**src/rtl/uart_echo_fifo.sv**
```systemverilog
`timescale 1ns/1ps
`default_nettype none
// ============================================================================
// Module   : uart_echo_fifo
// Brief    : Echoes UART receive characters to the transmitter through a FIFO.
//            Define UART_ECHO_CRLF_EN to append 0x0A after every echoed 0x0D.
// Revision : 1.0 - initial release
// ============================================================================
module uart_echo_fifo #(
    parameter int DATA_WIDTH = 8,
    parameter int DEPTH_LOG2 = 4
) (
    input  logic                  clk,
    input  logic                  rst_n,
    input  logic [DATA_WIDTH-1:0] rx_data,
    input  logic                  rx_available,
    output logic                  rx_clear_available,
    output logic                  tx_start,
    output logic [DATA_WIDTH-1:0] tx_data,
    input  logic                  tx_finish,
    output logic [DEPTH_LOG2:0]   fifo_count,
    output logic                  overflow,
    input  logic                  overflow_clear
);

    localparam logic [DEPTH_LOG2:0]   c_full_count = {1'b1, {DEPTH_LOG2{1'b0}}};
    localparam logic [DEPTH_LOG2:0]   c_count_one  = (DEPTH_LOG2 + 1)'(1);
    localparam logic [DEPTH_LOG2-1:0] c_ptr_one    = DEPTH_LOG2'(1);
`ifdef UART_ECHO_CRLF_EN
    localparam logic [DATA_WIDTH-1:0] c_cr = DATA_WIDTH'(8'h0D);
    localparam logic [DATA_WIDTH-1:0] c_lf = DATA_WIDTH'(8'h0A);
`endif

    typedef enum logic [0:0] {
        RX_IDLE = 1'b0,
        RX_ACK  = 1'b1
    } rx_state_t;

    typedef enum logic [1:0] {
        TX_IDLE = 2'd0,
        TX_WAIT = 2'd1
`ifdef UART_ECHO_CRLF_EN
        ,
        TX_LF   = 2'd2
`endif
    } tx_state_t;

    rx_state_t             r_rx_state;
    rx_state_t             w_rx_state_next;
    tx_state_t             r_tx_state;
    tx_state_t             w_tx_state_next;

    logic [DATA_WIDTH-1:0] r_mem [2**DEPTH_LOG2];
    logic [DEPTH_LOG2-1:0] r_wr_ptr;
    logic [DEPTH_LOG2-1:0] r_rd_ptr;
    logic [DEPTH_LOG2:0]   r_count;
    logic [DEPTH_LOG2:0]   w_count_next;
    logic                  r_overflow;
    logic                  w_overflow_next;
    logic                  r_rx_clear;
    logic                  r_tx_start;
    logic                  w_tx_start_next;
    logic [DATA_WIDTH-1:0] r_tx_data;
    logic [DATA_WIDTH-1:0] w_tx_data_next;

    logic                  w_full;
    logic                  w_rx_accept;
    logic                  w_push;
    logic                  w_pop;

    // Full is judged on the occupancy at the start of the cycle, so a
    // same-cycle pop never makes room for a push.
    assign w_full = (r_count == c_full_count);
    assign w_push = w_rx_accept && !w_full;

    always_comb begin
        w_rx_state_next = r_rx_state;
        w_rx_accept     = 1'b0;
        case (r_rx_state)
            RX_IDLE: begin
                if (rx_available) begin
                    w_rx_accept     = 1'b1;
                    w_rx_state_next = RX_ACK;
                end
            end
            RX_ACK:  w_rx_state_next = RX_IDLE;
            default: w_rx_state_next = RX_IDLE;
        endcase
    end

    always_comb begin
        w_tx_state_next = r_tx_state;
        w_pop           = 1'b0;
        w_tx_start_next = 1'b0;
        w_tx_data_next  = r_tx_data;
        case (r_tx_state)
            TX_IDLE: begin
                if (r_count != '0) begin
                    w_pop           = 1'b1;
                    w_tx_start_next = 1'b1;
                    w_tx_data_next  = r_mem[r_rd_ptr];
                    w_tx_state_next = TX_WAIT;
                end
            end
            TX_WAIT: begin
                if (tx_finish) begin
                    w_tx_state_next = TX_IDLE;
`ifdef UART_ECHO_CRLF_EN
                    // tx_data still holds the popped character here, so an LF
                    // frame never re-triggers itself.
                    if (r_tx_data == c_cr) begin
                        w_tx_state_next = TX_LF;
                        w_tx_start_next = 1'b1;
                        w_tx_data_next  = c_lf;
                    end
`endif
                end
            end
`ifdef UART_ECHO_CRLF_EN
            TX_LF: begin
                if (tx_finish) begin
                    w_tx_state_next = TX_IDLE;
                end
            end
`endif
            default: w_tx_state_next = TX_IDLE;
        endcase
    end

    always_comb begin
        w_count_next = r_count;
        case ({w_push, w_pop})
            2'b10:   w_count_next = r_count + c_count_one;
            2'b01:   w_count_next = r_count - c_count_one;
            default: w_count_next = r_count;
        endcase
    end

    always_comb begin
        w_overflow_next = r_overflow;
        if (w_rx_accept && w_full) begin
            w_overflow_next = 1'b1;
        end else if (overflow_clear) begin
            w_overflow_next = 1'b0;
        end
    end

    always_ff @(posedge clk or negedge rst_n) begin
        if (!rst_n) begin
            r_rx_state <= RX_IDLE;
            r_tx_state <= TX_IDLE;
            r_wr_ptr   <= '0;
            r_rd_ptr   <= '0;
            r_count    <= '0;
            r_overflow <= 1'b0;
            r_rx_clear <= 1'b0;
            r_tx_start <= 1'b0;
            r_tx_data  <= '0;
        end else begin
            r_rx_state <= w_rx_state_next;
            r_tx_state <= w_tx_state_next;
            r_count    <= w_count_next;
            r_overflow <= w_overflow_next;
            r_rx_clear <= w_rx_accept;
            r_tx_start <= w_tx_start_next;
            r_tx_data  <= w_tx_data_next;
            if (w_push) begin
                r_wr_ptr <= r_wr_ptr + c_ptr_one;
            end
            if (w_pop) begin
                r_rd_ptr <= r_rd_ptr + c_ptr_one;
            end
        end
    end

    always_ff @(posedge clk) begin
        if (w_push) begin
            r_mem[r_wr_ptr] <= rx_data;
        end
    end

    assign rx_clear_available = r_rx_clear;
    assign tx_start           = r_tx_start;
    assign tx_data            = r_tx_data;
    assign fifo_count         = r_count;
    assign overflow           = r_overflow;

endmodule
`default_nettype wire

```
**config.mk**
```make
export PLATFORM = sky130hd
export DESIGN_NAME = uart_echo_fifo
export DESIGN_NICKNAME = d
export VERILOG_FILES = /design/src/rtl/uart_echo_fifo.sv
export SDC_FILE = /design/constraint.sdc
export NUM_CORES = 1
export LEC_CHECK = 0
export CELL_PAD_IN_SITES_DETAIL_PLACEMENT = 1
export CELL_PAD_IN_SITES_GLOBAL_PLACEMENT = 1
export CORE_MARGIN = 4
export CORE_UTILIZATION = 49
export DETAILED_ROUTE_END_ITERATION = 8
export DONT_BUFFER_PORTS = 1
export PLACE_DENSITY = 0.78
export SETUP_SLACK_MARGIN = 0.1
export SYNTH_ARGS = -nofsm -noshare
export SYNTH_HDL_FRONTEND = slang
export SYNTH_SLANG_ARGS = --single-unit
```
**constraint.sdc**
```tcl
create_clock -name clk -period 2.6 [get_ports clk]
set_clock_uncertainty 0.15 [all_clocks]
set_input_delay 0.39 -clock clk [delete_from_list [all_inputs] [get_ports clk]]
set_output_delay 0.39 -clock clk [all_outputs]
set_load 0.01 [all_outputs]
```
* Yosys cells after proc, flatten, opt, wreduce, memory -nomap -nowiden
Memories as Yosys holds them, arrays and structs flattened. A register that Yosys moved wholly into a read port is not among the register bits.
Cells that the tools add are included.
** Word-level totals
- Flip-flop bits (word level) :: 19
- RAM bits :: 128
- Input bits :: 13
- Word-level logic and storage cells :: 43
- Memories kept :: 1
** Cells by class
- Add/subtract/negate cells :: 4
- Equal/unequal tests :: 6
- Multiplexer cells :: 13
- Bitwise logic cells :: 1
- Reductions and logical operators :: 10
** Memory list
- r_mem :: words 16, width 8, read ports 1, clocked after Yosys merged registers in 1, wr ports 1, RTL line 53 : logic [DATA_WIDTH-1:0] r_mem [2**DEPTH_LOG2];
** Operators by type and width (count)
- one-hot mux 5 bit (2 select lines) :: 1
- adder 4 x 1 -> 4 bit (second input constant) :: 2
- 2-to-1 mux 1 bit :: 8
- adder 5 x 1 -> 5 bit (second input constant) :: 1
- equality test 5 bit (second input constant) :: 1
- nonzero test 5 bit :: 1
- subtractor 5 x 1 -> 5 bit (second input constant) :: 1
- equality test 2 x 1 -> 1 bit (second input constant) :: 2
- 2-to-1 mux 2 bit :: 2
- inequality test 2 bit (second input constant) :: 2
- one-hot mux 2 bit (2 select lines) :: 1
- AND reduction 2 bit :: 2
- nonzero test 2 bit :: 2
- equality test 2 bit (second input constant) :: 1
- logical AND 1 bit :: 2
- zero test 1 bit :: 2
- zero test 2 bit :: 1
- one-hot mux 1 bit (2 select lines) :: 1
- inverter 1 bit :: 1

* Logic depth before layout (Yosys ltp)
Gate-level depths: netlist (run 1).
- Depth in word-level cells :: 5
- Mapped depth :: 12
- Depth with buffers taken out :: 10

* Least setup slack after synthesis (run 1)
OpenSTA, ideal clock, no wires.
- Path type :: register to register
- From :: reg r_count[1] (netlist: fifo_count[1])
- To :: reg r_count[4] (netlist: fifo_count[4])
- Setup time :: 0.123 ns
- Arrival :: 2.394 ns
- Data required time :: 2.327 ns
- Setup slack :: -0.067 ns
- Cell stages (with the launch flop) :: 12
- Buffers on the path :: 1
- Clock period less this slack :: 2.667 ns
- Cell sequence :: dfrtp_1 > nor4_2 > a21o_1 > inv_1 > ha_1 > buf_2 > xor2_1 > ha_1 > o211a_1 > o31ai_1 > a31oi_1 > xnor2_1
** Between the ends
- Longest elaborated chain between the ends :: 5
- Elaborated cells between the ends (all ways) :: 12
- Classes of those cells :: add/sub (2); eq/ne (3); mux (3); reduce/logical (4)
** RTL lines
- from (decl) :: RTL line 56 : logic [DEPTH_LOG2:0] r_count;
- from (signal assigned) :: RTL line 162 : r_count <= w_count_next;
- nonzero test 5 bit (*) :: RTL line 98 : if (r_count != '0) begin
- 2-to-1 mux 1 bit (*) :: RTL line 98
- 2-to-1 mux 1 bit (*) :: RTL line 96 : case (r_tx_state)
- via w_pop :: RTL line 69 : logic w_pop;
- equality test 2 x 1 -> 1 bit / equality test 2 bit (equally long branches) :: RTL line 132 : case ({w_push, w_pop})
- one-hot mux 5 bit (2 select lines) / nonzero test 2 bit (equally long branches)
The timed path passes the listed nets; every way through them passes the cells marked *.
A chain may end at the register's enable or synchronous reset.

* Worst setup path in the final report (run 1)
Same ends and word-level chain as after synthesis.

==> results.json, run 1 <==
{
  "area.growth.synth_to_final_pct": 15.21,
  "fin_nets": 378,
  "hold_path_class": "input port to flip-flop",
  "vias_per_cell": 5.623,
  "antenna_found_initial": 0,
  "setup_viol": 0,
  "die_h_um": 120.4,
  "startpoint_type": "flip-flop",
  "antenna-diode-count": 0,
  "status": "completed",
  "synth_top_area_share_pct": 62.06,
  "max_freq_mhz": 410.1,
  "syn-num-nets": 345,
  "core_area_um2": 12210,
  "synth_cell_type_count": 38,
  "max_slew.worst_pin.slew_ps": 1064,
  "yosys_warnings": 0,
  "rsz0062_at_grt": "yes",
  "post-place-ws_ps": 91.77,
  "ys_seq_elements": 153,
  "num_vias": 3014,
  "grt_use_total_pct": 19.15,
  "synth_area_per_cell_um2": 19.17,
  "drv_cap": 0,
  "start_util_pct": 50.72,
  "max_slew_margin_pct": 28.84,
  "clkTransAtPathRegs_ps": 60,
  "clock_sinks": 153,
  "synthCells": 323,
  "clockRootBuffer": "clkbuf_16",
  "finalMaxSlewViolations": 0,
  "dp.final_hpwl_um": 8157,
  "cts_tree": "done",
  "power_leakage_nw": 2.501,
  "grt_pass1_vias": 3284,
  "min_period_ps": 2439,
  "fin_util_pct": 58.43,
  "synth-edff-count": 128,
  "grt_pass1_wl_um": 19880,
  "grt_max_degree": 35,
  "async_reset_ff_share_pct": 16.34,
  "hold_viol_final": 0,
  "clk_path_buf_depth": 2,
  "crit_type": "flip-flop to flip-flop",
  "arrival_ps": 2590,
  "powerDensity_nw_per_um2": 1118,
  "crit_required_ps": 2750,
  "die_area_um2": 14500,
  "clock_latency_ps": 420,
  "die_w_um": 120.4,
  "cp_max_fo": 7,
  "drive_gt1_share_pct": 22.83,
  "synthTopCellsByArea": "edfxtp_1, dfrtp_1, mux4_2",
  "num_rows": 40,
  "ir_drop_uv": 628.5,
  "routedWlPerCell_um": 23.61,
  "synthTopCellsByCount": "edfxtp_1, mux4_2, dfrtp_1, and2_1, inv_1",
  "drc_errors": 0,
  "drt-initial-drc-count": 210,
  "period_share_pct": 93.80,
  "port_buffers": 0,
  "synth.most_common_cell": "edfxtp_1",
  "cts_htree_levels": 4,
  "overflow": 0,
  "cts-buffers-inserted": 17,
  "ys.flop_type": "edfxtp_1",
  "finalWirelength_um": 12660,
  "first_pass_iters": 4,
  "synth.largest_area_cell": "edfxtp_1",
  "setup_ws_ps": 161.3,
  "place.gp.congestion": 0.7231,
  "whs_ps": 232.5,
  "io_pins": 29,
  "ant_nets": 0,
  "syn_area_um2": 6193,
  "cp-end-kind": "flip-flop",
  "ys_seq_area_share_pct": 72.16
}
-- registers in the layout (all words and copies together) (netlist names) --
name,flops
fifo_count,5
overflow,1
r_mem,128
r_rd_ptr,4
r_tx_state,1
r_wr_ptr,4
rx_clear_available,1
tx_data,8
tx_start,1
-- routing by layer --
layer | up-vias | track usage [%] | part of all wire, %
met3 | 17 | 5.379 | 5.3
met5 | - | 0 | 0
li1 | 1346 | - | -
met4 | 0 | 8.853 | 2.1
met1 | 1574 | 24.44 | 42
met2 | 77 | 30.60 | 50
-- where the power goes --
group	internal, mW	switching, mW	total [mW]
Combinational	1.12	1.25	2.37
Clock	1.39	0.906	2.29
Sequential	3.00	0.314	3.31
-- stage by stage --
stage / instances / TNS [ps] / power [mW] / instance area, um2
after floorplan: 323 / 0 / 5.066 / 6231
after detailed placement: 490 / 0 / 5.629 / 6440
after CTS: 534 / 0 / 7.989 / 7113
final: 536 / 0 / 7.976 / 7136
after global placement: 490 / 0 / 5.519 / 6440
after global routing: 536 / -4.560 / 8.392 / 7136
-- final timing paths --
check	startpoint	endpoint	slack (ps)	depth (start not counted)
max	fifo_count[1]$_DFFE_PN0P_	fifo_count[4]$_DFFE_PN0P_	160	10
min	rx_available	overflow$_DFFE_PN0P_	230	3
max reg2reg	fifo_count[1]$_DFFE_PN0P_	fifo_count[4]$_DFFE_PN0P_	160	10
min reg2reg	r_wr_ptr[3]$_DFFE_PN0P_	r_wr_ptr[3]$_DFFE_PN0P_	410	1
max in group asynchronous	rst_n	fifo_count[1]$_DFFE_PN0P_	1120	1
min in group asynchronous	rst_n	rx_clear_available$_DFF_PN0_	460	1
-- cells in the final DEF, fill, tap and decap left out, types with 6 or more instances in the layout --
cell / synthesis / final
edfxtp_1: 128 / 128
mux4_2: 27 / 27
dfrtp_1: 25 / 24
clkbuf_16: 0 / 17
buf_4: 5 / 17
dlygate4sd3_1: 0 / 12
and2_1: 13 / 11
inv_1: 12 / 10
a21o_1: 9 / 9
mux2i_1: 8 / 8
o22ai_1: 8 / 8
a211oi_1: 8 / 8
xnor2_1: 8 / 8
nor2_1: 7 / 7
ha_1: 9 / 7
nand2_1: 6 / 6
o21ai_0: 6 / 6
-- what timing repair did --
action | CTS | global route
buffers inserted | 1 | 2
pin swaps | 1 | 0
setup endpoints to repair | 1 | 19
hold buffers | 12 | 0
endpoints found under the hold margin | 156 | 0
resized for setup | 1 | 4
-- final cells by class --
cell class                      count  area (um2)
Fill cell                        1090        5076
Multi-Input combinational cell    141        1579
Timing Repair Buffer               31       287.8
Inverter                           12       45.04
Clock buffer                       20       436.7
Sequential cell                   153        4471
Tap cell                          168       210.2
Clock inverter                     11       106.4
-- worst max-delay path, stage by stage (launching register included) --
cell and delay (ps):
dfrtp_2 420, nor4_4 280, a21o_1 180, inv_2 80
ha_4 190, xor2_1 150, ha_2 190, o211a_1 220
o31ai_2 220, a31oi_1 90, xnor2_1 140
-- cells by family after synthesis --
kind of cell             synth area share (%)
multiplexers                            13.41
buffers and inverters                   2.889
adder cells (fa/ha/maj)                 1.818
AO/OA/AOI/OAI                           4.445
AND/OR/NAND/NOR                         3.717
flip-flops                              72.16
XOR/XNOR                                1.556
Note: power is estimated with default switching activity, not from simulation.
==> run 2, diff against run 1 <==
- CORE_ASPECT_RATIO: not set -> 1.75
==> results.json, run 2 (synthesis gave the netlist of run 1 again) <==
{
  "routedWlPerCell_um": 26.54,
  "start_util_pct": 49.82,
  "crit_chain": "nor4_4 -> buf_4 -> a21boi_2 -> inv_2 -> ha_4 -> buf_4 -> and3b_1 -> o21ai_0 -> a21oi_1 -> a311oi_2",
  "hold_path_class": "input port to async pin",
  "max_slew_margin_pct": 54.93,
  "path_buf_inv": 3,
  "crit_required_ps": 2770,
  "max_freq_mhz": 396.8,
  "r2r_start": "fifo_count[2]$_DFFE_PN0P_",
  "rsz0062_at_grt": "yes",
  "antenna-diode-count": 0,
  "num_vias": 3190,
  "powerDensity_nw_per_um2": 1153,
  "grt_pass1_wl_um": 22070,
  "fin_nets": 386,
  "cts_htree_levels": 4,
  "overflow": 0,
  "p_comb_share_pct": 30.1,
  "core_area_um2": 12430,
  "drive_gt1_share_pct": 25.73,
  "num_rows": 54,
  "place.gp.congestion": 0.7809,
  "final_cell_mix": "edfxtp_1, mux4_2, dfrtp_1, buf_4, clkbuf_16",
  "die_area_um2": 14570,
  "grt_pass1_vias": 3560,
  "cp-end-kind": "flip-flop",
  "crit_slowest_cell": "dfrtp_1",
  "p_sw_mw": 2.657,
  "whs_ps": 268.2,
  "drv_cap": 0,
  "p_int_mw": 5.755,
  "hold_viol_final": 0,
  "first_pass_iters": 7,
  "startpoint_type": "flip-flop",
  "finalMaxSlewViolations": 0,
  "numPlacedInstances": 494,
  "reg2reg_depth": 10,
  "critPathTopFamily": "compound AO/OA/AOI/OAI gates",
  "period_share_pct": 96.94,
  "clock_latency_ps": 430,
  "io_pins": 29,
  "finalWirelength_um": 14470,
  "cpPeakStageDelay_ps": 420,
  "cts_tree": "done",
  "dp.final_hpwl_um": 9029,
  "p_clk_share_pct": 30.6,
  "max_slew.worst_pin.slew_ps": 671.9,
  "area.growth.synth_to_final_pct": 17.82,
  "cp_max_fo": 4,
  "power_mw": 8.411,
  "min_period_ps": 2520,
  "clock_sinks": 153,
  "ant_nets": 0,
  "drc_errors": 0,
  "port_buffers": 0,
  "power_leakage_nw": 2.580,
  "switching_share_pct": 31.58,
  "setup_viol": 0,
  "antenna_found_initial": 0,
  "final_common_cell": "edfxtp_1",
  "layoutNonFillerInstCount": 545,
  "crit_type": "flip-flop to flip-flop",
  "arrival_ps": 2690,
  "clockRootBuffer": "clkbuf_16",
  "die_h_um": 156.7,
  "status": "completed",
  "r2r-end": "fifo_count[3]$_DFFE_PN0P_",
  "finalSetupTns_ps": 0,
  "drt-initial-drc-count": 194,
  "grt_use_total_pct": 21.69,
  "ir_drop_uv": 463.1,
  "r2r_setup_slack_ps": 80,
  "cts-buffers-inserted": 17,
  "clk_path_buf_depth": 2,
  "path_common_cell": "buf_4",
  "clkTransAtPathRegs_ps": 60,
  "setup_ws_ps": 79.62,
  "largest_reg_flops": 128,
  "die_w_um": 92.99,
  "top_register": "r_mem",
  "p_seq_share_pct": 39.3,
  "post-place-ws_ps": 48.11,
  "fillers": 1124,
  "vias_per_cell": 5.853,
  "grt_max_degree": 35
}
-- run 2: changes by cell type in the layout (fill, tap and decap cells not counted), sizes merged --
cell | previous run | this run
buf | 19 | 27
clkinv | 7 | 4
bufinv | 2 | 3
inv | 12 | 15
-- run 2: layout make-up --
cell class | instances | area (um2) | area share, %
Clock buffer | 20 | 456.7 | 6.259
Clock inverter | 12 | 163.9 | 2.246
Inverter | 12 | 45.04 | 0.6173
Multi-Input combinational cell | 141 | 1590 | 21.79
Sequential cell | 153 | 4471 | 61.27
Tap cell | 168 | 210.2 | 2.881
Timing Repair Buffer | 39 | 360.3 | 4.938
-- run 2: routing by layer --
layer	global-route usage [%]	vias up	part of all wire, %
li1	-	1365	-
met1	22.70	1697	35
met2	40.60	93	58
met3	5.002	35	3.9
met4	9.713	0	3.1
met5	0	-	0
-- run 2: power by group through the flow --
stage	Clock, mW	Combinational [mW]	Sequential [mW]
floorplan	0	1.81	3.25
global placement	0	2.24	3.32
detailed placement	0	2.34	3.36
CTS	2.61	2.49	3.31
global route	2.74	2.75	3.34
finish	2.57	2.53	3.31
-- run 2: repair_timing --
action,in CTS,in global routing
hold buffers,13,0
cloned,0,0
setup endpoints to repair,2,30
pin swaps,4,8
hold endpoints to repair,156,0
gates resized for setup,1,4
setup buffers,3,3
-- run 2: worst reg2reg max path: cells and delay by family (launching register included) --
family                     cells  cell delay (ps)
and+or+nand+nor                2              510
AOI/OAI and AO/OA              4              790
buffers and inverters          3              400
adders and majority gates      1              170
DFF                            1              420
-- run 2: stage by stage --
step	util, %	area (um2)
2_1_floorplan	-	6231
3_3_place_gp	52.04	6470
3_5_place_dp	52.04	6470
4_1_cts	58.38	7258
5_1_grt	58.70	7297
6_report	58.70	7297
-- run 2: worst max-delay path by stage --
stage | start | end | slack, ps | cells past startpoint
6_report | fifo_count[2]$_DFFE_PN0P_ | fifo_count[3]$_DFFE_PN0P_ | 80 | 10
5_1_grt | fifo_count[2]$_DFFE_PN0P_ | fifo_count[3]$_DFFE_PN0P_ | -50 | 10
4_1_cts | fifo_count[1]$_DFFE_PN0P_ | fifo_count[2]$_DFFE_PN0P_ | 100 | 10
3_5_place_dp | fifo_count[2]$_DFFE_PN0P_ | fifo_count[4]$_DFFE_PN0P_ | 50 | 10
3_3_place_gp | fifo_count[2]$_DFFE_PN0P_ | fifo_count[4]$_DFFE_PN0P_ | 120 | 10
2_1_floorplan | fifo_count[2]$_DFFE_PN0P_ | fifo_count[4]$_DFFE_PN0P_ | 30 | 12
==> run 3, diff against run 2 <==
- CORE_UTILIZATION: 49 -> 50
- PLACE_DENSITY: 0.78 -> 0.77
- clock period: 2.6 -> 3.3 ns (I/O delays scaled with it)
==> results.json, run 3 (synthesis gave the netlist of run 1 again) <==
{
  "ir_drop_uv": 402.4,
  "final_cell_mix": "edfxtp_1, mux4_2, dfrtp_1, clkbuf_16, and2_1",
  "start_util_pct": 51.32,
  "hold_viol_final": 0,
  "p_sw_mw": 1.872,
  "setup_ws_ps": 393.6,
  "drv_cap": 0,
  "p_clk_share_pct": 29.7,
  "period_share_pct": 88.07,
  "die_h_um": 155.2,
  "top_register": "r_mem",
  "dpl_cell_area_um2": 6326,
  "drive_gt1_share_pct": 19.49,
  "startpoint_type": "flip-flop",
  "min_period_ps": 2906,
  "rsz0062_at_grt": "no",
  "num_rows": 53,
  "switching_share_pct": 30.98,
  "place.gp.congestion": 0.7852,
  "arrival_ps": 3050,
  "design_area_um2": 6984,
  "finalWirelength_um": 12350,
  "clkTransAtPathRegs_ps": 60,
  "first_pass_iters": 4,
  "hold_path_class": "input port to flip-flop",
  "cp_max_fo": 10,
  "vias_per_cell": 5.622,
  "cts-buffers-inserted": 17,
  "grt_max_degree": 35,
  "port_buffers": 0,
  "antenna_found_initial": 0,
  "crit_chain": "nor4_4 -> a21boi_2 -> inv_1 -> ha_1 -> xor2_1 -> ha_1 -> o211a_1 -> o31ai_1 -> a31oi_1 -> xnor2_1",
  "clock_latency_ps": 420,
  "overflow": 0,
  "largest_reg_flops": 128,
  "powerDensity_nw_per_um2": 865.1,
  "num_vias": 2918,
  "crit_slowest_cell": "dfrtp_1",
  "grt_use_total_pct": 18.85,
  "max_slew.worst_pin.slew_ps": 579.4,
  "final_common_cell": "edfxtp_1",
  "max_freq_mhz": 344.1,
  "path_common_cell": "ha_1",
  "grt_pass1_vias": 3252,
  "p_comb_share_pct": 26.7,
  "clk_path_buf_depth": 2,
  "finalSetupTns_ps": 0,
  "drt-initial-drc-count": 198,
  "post-place-ws_ps": 303.8,
  "crit_required_ps": 3450,
  "p_seq_share_pct": 43.6,
  "cts_tree": "done",
  "cts_htree_levels": 4,
  "die_w_um": 92.13,
  "drc_errors": 0,
  "max_slew_margin_pct": 61.37,
  "cp-end-kind": "flip-flop",
  "grt_pass1_wl_um": 19430,
  "ant_nets": 0,
  "finalMaxSlewViolations": 0,
  "crit_type": "flip-flop to flip-flop",
  "routedWlPerCell_um": 23.79,
  "p_int_mw": 4.170,
  "dp.final_hpwl_um": 8344,
  "fin_nets": 363,
  "clockRootBuffer": "clkbuf_16",
  "power_leakage_nw": 2.440,
  "status": "completed",
  "antenna-diode-count": 0,
  "core_area_um2": 12070,
  "setup_viol": 0,
  "area.growth.synth_to_final_pct": 12.77,
  "io_pins": 29,
  "cpPeakStageDelay_ps": 600,
  "clock_sinks": 153,
  "die_area_um2": 14300
}
==> run 3: changes by cell type in the layout (fill, tap and decap cells not counted), moves of 2 or more <==
| cell | before | now |
|---|---|---|
| clkinvlp_4 | 2 | 0 |
| bufinv_16 | 3 | 0 |
| inv_2 | 2 | 0 |
| ha_1 | 7 | 9 |
| buf_12 | 3 | 1 |
| clkinv_4 | 3 | 6 |
| inv_1 | 10 | 12 |
| buf_4 | 24 | 8 |
| dlygate4sd3_1 | 12 | 7 |
==> run 3: power groups by stage <==
stage               Combinational (mW)  Sequential (mW)  Clock [mW]
global route                      1.79             2.67        1.92
finish                            1.61             2.64        1.79
floorplan                         1.40             2.55           0
CTS                               1.63             2.63        1.83
detailed placement                1.62             2.67           0
global placement                  1.55             2.65           0
==> run 3: metal layers <==
metal / routed length (um) / vias up / GRT usage (%)
met1: 4616 / 1520 / 21.37
li1: - / 1317 / -
met4: 201 / 0 / 6.237
met5: 0 / - / 0
met2: 7094 / 65 / 34.55
met3: 434 / 16 / 4.596
==> run 3: final timing paths <==
check                                             startpoint  cells past startpoint                           end  slack (ps)
min in group asynchronous                              rst_n                      2        tx_data[0]$_DFFE_PN0P_         390
worst min-delay path                              rx_data[2]                      0         r_mem[0][2]$_DFFE_PP_          20
worst min register to register  rx_clear_available$_DFF_PN0_                      1  rx_clear_available$_DFF_PN0_         390
max in group asynchronous                              rst_n                      2       r_wr_ptr[1]$_DFFE_PN0P_        2470
worst max-delay path               fifo_count[2]$_DFFE_PN0P_                     10     fifo_count[4]$_DFFE_PN0P_         390
worst max register to register     fifo_count[2]$_DFFE_PN0P_                     10     fifo_count[4]$_DFFE_PN0P_         390
==> run 3: through the flow <==
step | hold WS [ps] | cells | utilization, % | power [mW]
floorplan | 49.41 | 323 | - | 3.951
global placement | 50.10 | 479 | 52.42 | 4.202
detailed placement | 50.08 | 479 | 52.42 | 4.286
CTS | 2.899 | 513 | 57.30 | 6.093
global route | 0.2339 | 519 | 57.87 | 6.378
finish | 21.09 | 519 | 57.87 | 6.042
==> run 3: what timing repair did <==
| action | 4_1_cts | 5_1_grt |
|---|---|---|
| setup buffers | 0 | 0 |
| resized for setup | 0 | 1 |
| hold buffers | 2 | 6 |
| endpoints found under the hold margin | 25 | 21 |
| setup endpoints to repair | 0 | 1 |
==> run 3: critical path, delay by kind of cell, from the launching register on <==
kind,cells,cell delay [ps]
flops,1,600
compound gates,4,890
buf+inv,1,130
fa+ha+maj,2,570
simple gates,1,80
xor+xnor,2,350
==> run 3: layout make-up <==
cell class / count / area (um2)
clock buffer: 21 / 471.7
clock inverter: 11 / 87.58
fill: 1073 / 5085
inverter: 12 / 45.04
multi-input combinational: 141 / 1554
sequential: 153 / 4469
tap: 165 / 206.4
timing repair buffer: 16 / 150.1
